`config.mk`:
```
export PLATFORM = sky130hd
export DESIGN_NAME = write_chan_mngr_gen
export DESIGN_NICKNAME = d
export VERILOG_FILES = /design/src/rtl/write_chan_mngr_gen.sv
export SDC_FILE = /design/constraint.sdc
export NUM_CORES = 1
export LEC_CHECK = 0
export BUFFER_PORTS_ARGS = -buffer_cell sky130_fd_sc_hd__buf_4
export CAP_MARGIN = 20
export CELL_PAD_IN_SITES_DETAIL_PLACEMENT = 1
export CELL_PAD_IN_SITES_GLOBAL_PLACEMENT = 1
export CORE_MARGIN = 4
export CORE_UTILIZATION = 55
export DETAILED_ROUTE_END_ITERATION = 8
export GPL_ROUTABILITY_DRIVEN = 0
export PLACE_DENSITY = 0.91
export SLEW_MARGIN = 20
export SYNTH_ARGS = -nofsm -noshare
export SYNTH_HDL_FRONTEND = slang
export SYNTH_SLANG_ARGS = --single-unit
```
`constraint.sdc`:
```
create_clock -name clk -period 21.5 [get_ports clk]
set_input_delay 4.3 -clock clk [delete_from_list [all_inputs] [get_ports clk]]
set_output_delay 4.3 -clock clk [all_outputs]
set_load 0.02 [all_outputs]
```
`src/rtl/write_chan_mngr_gen.sv`:
```
// Write channel manager. Queues write requests, wins the bus through an arbiter, issues AW
// and W bursts, and retires bursts on in-order B responses with an ID/status check.
module write_chan_mngr_gen #(
    parameter logic [1:0]  REQC_M_ID = 2'b00,
    parameter int unsigned DW        = 32,
    parameter int unsigned BEATS     = 4,
    parameter int unsigned OUTS      = 2
) (
    input  logic                  clk,
    input  logic                  rst_n,
    output logic                  req_rq,
    input  logic                  gnt_rq,
    output logic                  awvalid,
    input  logic                  awready,
    output logic [3:0]            awid,
    output logic [31:0]           awaddr,
    output logic [5:0]            awatop,
    output logic                  wvalid,
    input  logic                  wready,
    output logic [DW-1:0]         wdata,
    output logic                  wlast,
    input  logic                  bvalid,
    output logic                  bready,
    input  logic [3:0]            bid,
    input  logic                  bcomp,
    input  logic                  wstart_rq,
    input  logic [31:0]           win_addr,
    input  logic [DW*BEATS-1:0]   in_wdata,
    output logic                  wbusy,
    output logic                  finish_wresp,
    output logic                  wresp_err
);
    localparam int unsigned CntW = $clog2(OUTS + 1);
    localparam int unsigned PtrW = (OUTS > 1) ? $clog2(OUTS) : 1;
    localparam int unsigned BcW  = $clog2(BEATS);
    localparam logic [CntW-1:0] OutsCnt  = CntW'(OUTS);
    localparam logic [PtrW-1:0] LastPtr  = PtrW'(OUTS - 1);
    localparam logic [BcW-1:0]  LastBeat = BcW'(BEATS - 1);

    typedef logic [BEATS-1:0][DW-1:0] burst_t;
    typedef enum logic [1:0] {StIdle, StReq, StAddr} aw_state_e;

    function automatic logic [PtrW-1:0] ptr_inc(input logic [PtrW-1:0] p);
        return (p == LastPtr) ? '0 : p + 1'b1;
    endfunction

    aw_state_e aw_state_q, aw_state_d;

    // Request FIFO: accepted but not yet addressed
    logic [31:0]     rq_addr_q [OUTS];
    logic [31:0]     rq_addr_d [OUTS];
    burst_t          rq_data_q [OUTS];
    burst_t          rq_data_d [OUTS];
    logic [PtrW-1:0] rq_wr_ptr_q, rq_wr_ptr_d, rq_rd_ptr_q, rq_rd_ptr_d;
    logic [CntW-1:0] rq_cnt_q, rq_cnt_d;

    // W queue: addressed bursts waiting for or sending data
    logic [3:0]      wq_id_q [OUTS];
    logic [3:0]      wq_id_d [OUTS];
    burst_t          wq_data_q [OUTS];
    burst_t          wq_data_d [OUTS];
    logic [PtrW-1:0] wq_wr_ptr_q, wq_wr_ptr_d, wq_rd_ptr_q, wq_rd_ptr_d;
    logic [CntW-1:0] wq_cnt_q, wq_cnt_d;

    // B-expect queue: data sent, response outstanding
    logic [3:0]      bq_id_q [OUTS];
    logic [3:0]      bq_id_d [OUTS];
    logic [PtrW-1:0] bq_wr_ptr_q, bq_wr_ptr_d, bq_rd_ptr_q, bq_rd_ptr_d;
    logic [CntW-1:0] bq_cnt_q, bq_cnt_d;

    logic [1:0]      seq_q, seq_d;
    logic [BcW-1:0]  beat_cnt_q, beat_cnt_d;
    logic [CntW-1:0] infl_q, infl_d;
    logic            fin_q, fin_d;
    logic            err_q, err_d;

    logic       busy, rq_push, aw_hs, w_act, w_hs, w_done, b_act, b_hs;
    logic [3:0] cur_id;

    always_comb begin
        busy    = (rq_cnt_q == OutsCnt) || (infl_q == OutsCnt);
        rq_push = wstart_rq && !busy;
        aw_hs   = (aw_state_q == StAddr) && awready;
        w_act   = (wq_cnt_q != '0);
        w_hs    = w_act && wready;
        w_done  = w_hs && (beat_cnt_q == LastBeat);
        b_act   = (bq_cnt_q != '0);
        b_hs    = b_act && bvalid;
        cur_id  = {REQC_M_ID, seq_q};
    end

    always_comb begin
        aw_state_d = aw_state_q;
        unique case (aw_state_q)
            StIdle: begin
                if (rq_cnt_q != '0 && infl_q < OutsCnt) aw_state_d = StReq;
            end
            StReq: begin
                if (gnt_rq) aw_state_d = StAddr;
            end
            StAddr: begin
                if (awready) aw_state_d = StIdle;
            end
            default: aw_state_d = StIdle;
        endcase
    end

    always_comb begin
        rq_addr_d   = rq_addr_q;
        rq_data_d   = rq_data_q;
        rq_wr_ptr_d = rq_wr_ptr_q;
        rq_rd_ptr_d = rq_rd_ptr_q;
        rq_cnt_d    = rq_cnt_q + CntW'(rq_push) - CntW'(aw_hs);
        if (rq_push) begin
            rq_addr_d[rq_wr_ptr_q] = win_addr;
            rq_data_d[rq_wr_ptr_q] = in_wdata;
            rq_wr_ptr_d            = ptr_inc(rq_wr_ptr_q);
        end
        if (aw_hs) rq_rd_ptr_d = ptr_inc(rq_rd_ptr_q);
    end

    // The W queue is filled on the AW handshake, so data can never lead its address.
    always_comb begin
        wq_id_d     = wq_id_q;
        wq_data_d   = wq_data_q;
        wq_wr_ptr_d = wq_wr_ptr_q;
        wq_rd_ptr_d = wq_rd_ptr_q;
        wq_cnt_d    = wq_cnt_q + CntW'(aw_hs) - CntW'(w_done);
        if (aw_hs) begin
            wq_id_d[wq_wr_ptr_q]   = cur_id;
            wq_data_d[wq_wr_ptr_q] = rq_data_q[rq_rd_ptr_q];
            wq_wr_ptr_d            = ptr_inc(wq_wr_ptr_q);
        end
        if (w_done) wq_rd_ptr_d = ptr_inc(wq_rd_ptr_q);

        if (w_done) begin
            beat_cnt_d = '0;
        end else if (w_hs) begin
            beat_cnt_d = beat_cnt_q + 1'b1;
        end else begin
            beat_cnt_d = beat_cnt_q;
        end
    end

    always_comb begin
        bq_id_d     = bq_id_q;
        bq_wr_ptr_d = bq_wr_ptr_q;
        bq_rd_ptr_d = bq_rd_ptr_q;
        bq_cnt_d    = bq_cnt_q + CntW'(w_done) - CntW'(b_hs);
        if (w_done) begin
            bq_id_d[bq_wr_ptr_q] = wq_id_q[wq_rd_ptr_q];
            bq_wr_ptr_d          = ptr_inc(bq_wr_ptr_q);
        end
        if (b_hs) bq_rd_ptr_d = ptr_inc(bq_rd_ptr_q);

        seq_d  = seq_q + 2'(aw_hs);
        infl_d = infl_q + CntW'(aw_hs) - CntW'(b_hs);
        fin_d  = b_hs;
        err_d  = b_hs && (!bcomp || (bid != bq_id_q[bq_rd_ptr_q]));
    end

    always_ff @(posedge clk) begin
        if (!rst_n) begin
            aw_state_q  <= StIdle;
            rq_wr_ptr_q <= '0;
            rq_rd_ptr_q <= '0;
            rq_cnt_q    <= '0;
            wq_wr_ptr_q <= '0;
            wq_rd_ptr_q <= '0;
            wq_cnt_q    <= '0;
            bq_wr_ptr_q <= '0;
            bq_rd_ptr_q <= '0;
            bq_cnt_q    <= '0;
            seq_q       <= '0;
            beat_cnt_q  <= '0;
            infl_q      <= '0;
            fin_q       <= 1'b0;
            err_q       <= 1'b0;
        end else begin
            aw_state_q  <= aw_state_d;
            rq_wr_ptr_q <= rq_wr_ptr_d;
            rq_rd_ptr_q <= rq_rd_ptr_d;
            rq_cnt_q    <= rq_cnt_d;
            wq_wr_ptr_q <= wq_wr_ptr_d;
            wq_rd_ptr_q <= wq_rd_ptr_d;
            wq_cnt_q    <= wq_cnt_d;
            bq_wr_ptr_q <= bq_wr_ptr_d;
            bq_rd_ptr_q <= bq_rd_ptr_d;
            bq_cnt_q    <= bq_cnt_d;
            seq_q       <= seq_d;
            beat_cnt_q  <= beat_cnt_d;
            infl_q      <= infl_d;
            fin_q       <= fin_d;
            err_q       <= err_d;
        end
    end

    // Queue payload needs no reset; occupancy counts alone decide validity.
    always_ff @(posedge clk) begin
        rq_addr_q <= rq_addr_d;
        rq_data_q <= rq_data_d;
        wq_id_q   <= wq_id_d;
        wq_data_q <= wq_data_d;
        bq_id_q   <= bq_id_d;
    end

    // Outputs are forced low while rst_n is asserted and data buses are zero when not valid.
    always_comb begin
        req_rq       = rst_n && (aw_state_q == StReq);
        awvalid      = rst_n && (aw_state_q == StAddr);
        awid         = awvalid ? cur_id : '0;
        awaddr       = awvalid ? rq_addr_q[rq_rd_ptr_q] : '0;
        awatop       = '0;
        wvalid       = rst_n && w_act;
        wdata        = wvalid ? wq_data_q[wq_rd_ptr_q][beat_cnt_q] : '0;
        wlast        = wvalid && (beat_cnt_q == LastBeat);
        bready       = rst_n && b_act;
        wbusy        = rst_n && busy;
        finish_wresp = rst_n && fin_q;
        wresp_err    = rst_n && err_q;
    end

endmodule

```
==> summary.md <==
| Metric | Value |
|---|---|
| DP Area | `25040 um^2` |
| Yosys top cell area share | `0.7715` |
| First-pass GRT wire length | `77360 um` |
| Post-Route Utilization | `0.6624` |
| Final wirelength | `51450 um` |
| Vias/cell | `5.688` |
| Mux contribution to synthesized area | `0.1482` |
| Vias | `10840` |
| Bufs and invs on worst path | `2` |
| Core Region | `40830 um^2` |
| Max-slew violations | `0` |
| Pleak | `9.211 nW` |
| Post-synthesis cell type count | `41` |
| Hold Path Class | `flip-flop to flip-flop` |
| CTS sink cnt | `606` |
| Post-Synthesis Cells | `1054` |
| Count of final setup violators | `0` |
| Minimum hold slack | `504.5 ps` |
| Wire per inst | `26.99 um` |
| Critical path arrival | `6040 ps` |
| # H-tree levels | `2` |
| WS Path Type | `input pin to primary output` |
| Clock latency on the worst-skew pair | `610 ps` |
| Synth Area in Simple Gates | `0.01717` |
| Die ar. | `44650 um^2` |
| Initial Util | `0.5567` |
| Synthesized flop and latch total | `606` |
| Slew of the pin with the lowest slew margin | `1083 ps` |
| Drt first-iter violations | `675` |
| Syn Area/Cell | `21.57 um^2` |
| Setup ws final | `11160 ps` |
| Hold_buf cts | `0` |
| Layout cells sized above 1 | `0.3812` |
| Cell Pwr Density | `95.36 nW/um^2` |
| Die Y | `211.3 um` |
| Post-layout minimum cycle time | `10340 ps` |
| CTS Root Cell | `clkbuf_16` |
| Post-CTS sizing | `0` |
| Num CTS Buffers | `59` |
| FFs w/ async S/R, synth | `0` |
| Slowest Stage Delay on Critical Path | `880 ps` |
| Synth Area in XOR/XNOR | `0.006165` |
| Yosys warning total | `0` |
| Worst vdd ir | `68.78 uV` |
| Status | `finished clean` |
| Routed Antenna Nets | `0` |
| CTS Buffer Depth | `3` |
| Startpoint type of the worst setup path | `input pin` |
| Number of flops mapped to enable cells by yosys | `584` |
| Fmax | `0.09673 GHz` |
| Register area share after synthesis | `0.7909` |
| Period utilisation layout | `0.4809` |
| Reg clk slew, reported paths | `70 ps` |
| RSZ-0062 raised after global routing | `false` |
| Remaining Overflow, GRT | `0` |
| Final nets | `1502` |
| Reg2Reg Setup Slack | `18140 ps` |
| CP max stage cell | `and2_2` |
| Req. time, crit path | `17200 ps` |
| Total GRT Usage | `0.2339` |
| Max_slew headroom | `0.2778` |
| CTS tree | `built` |
| Compound-Gate Fraction of Synth Area | `0.01778` |
| Largest family of logic cells by synthesized area | `multiplexers` |
| Crit path cell chain | `buf_4, o21a_1, and2_2, a22o_1, buf_4` |
| Max Cap Viol | `0` |
| Post-CTS setup buffer count | `0` |
| Crit. End Element | `primary output` |
| Pre-antenna DRT Iters | `5` |
| Most frequent cell after synthesis | `edfxtp_1` |
| Crit path top cell by count | `buf_4` |
| Vias in the first global route | `12500` |
| Final Skew | `10.98 ps` |
| Post-route DRC | `0` |
| Post-Place Worst Slack | `11070 ps` |
| Die width | `211.3 um` |
| Antenna violations before repair | `5` |
| Hold Vio Cnt, Final | `0` |
| Row count | `74` |
| Critical path fanouts, max | `32` |
| Area grow syn2layout | `18.98%` |
| Post-DP HPWL | `32310 um` |
| Number of port buffers | `245` |
| # IOs | `254` |
| Mapped cell area | `22730 um^2` |
| Area leader, netlist | `edfxtp_1` |
| Synth cell count leaders | `edfxtp_1, mux2_2, nor2_1, mux4_2, mux2i_1` |
| Fin area | `27050 um^2` |
| Kind of cell adding the most delay to the critical path | `simple AND/OR/NAND/NOR gates` |
| Adder-Cell Fraction of Synth Area | `0.002752` |
| Synth top area cells | `edfxtp_1, mux2_2, mux4_2` |
| Total Negative Setup Slacks | `0 ps` |
| Post-synth top flop | `edfxtp_1` |
| Largest net degree at the start of global routing | `85` |
## area by class of cell
cell class,instances,area [um^2]
Antenna cell,2,5.005
Fill cell,3307,13790
Sequential cell,606,17990
Timing Repair Buffer,259,1972
Clock inverter,38,396.6
Inverter,7,31.28
Tap cell,532,665.6
Clock buffer,70,1560
Multi-Input combinational cell,392,4427
## sequential cells by signal, summed over array words and instances (netlist names), 4 cells and up
name and count:
wq_data_q 256, rq_addr_q 64, rq_data_q 256, wq_id_q 4, bq_id_q 4
## where the power goes
group | total (W) | internal, W | switching [W]
Clock | 0.00104 | 0.000612 | 0.000425
Combinational | 0.000148 | 0.0000617 | 0.0000861
Sequential | 0.00139 | 0.00137 | 0.0000199
Total | 0.00258 | 0.00205 | 0.000531
## logic make-up (layout without fill, tap and decap cells)
kind of cell             after synthesis  after routing
flip-flops                           606            606
XOR/XNOR                              16             16
AO/OA/AOI/OAI                         51             51
other                                  1             10
adder cells (fa/ha/maj)                5              5
buffers and inverters                 63            374
multiplexers                         230            230
AND/OR/NAND/NOR                       82             82
## layout by cell type, fill, tap and decap left out, types with 5 or more instances in the layout
cell	n
mux2_2	131
clkbuf_1	9
and2_1	9
inv_1	5
buf_4	256
xnor2_1	9
bufinv_16	8
edfxtp_1	584
clkinv_2	11
a22o_1	32
a21oi_1	8
ha_1	5
mux2i_1	35
nand2_1	5
nor2_1	44
mux4_1	27
mux4_2	37
conb_1	8
clkbuf_16	61
clkinv_1	16
dfxtp_1	19
xor2_1	7
## path summary, 6_finish.rpt
kind,from,to,cells past startpoint
max,rst_n,wdata[27],5
min,seq_q[1],wq_id_q[5],0
max reg2reg,aw_state_q[1],wq_data_q[86],3
min reg2reg,seq_q[1],wq_id_q[5],0
## metrics by stage
stage               instances  power, W
floorplan                1061  0.001503
CTS                      1902  0.002603
detailed placement       1794  0.001568
finish                   1906  0.002579
global placement         1794  0.001549
global route             1906  0.002674
## per-layer routing
| metal | global-route usage | share of wire | up-vias |
|---|---|---|---|
| met2 | 0.4252 | 0.55 | 319 |
| met1 | 0.2752 | 0.36 | 5607 |
| met5 | 0 | 0.00074 | - |
| li1 | - | - | 4792 |
| met3 | 0.04772 | 0.051 | 117 |
| met4 | 0.09063 | 0.037 | 6 |
No activity file was read; power rests on OpenSTA's default activity.
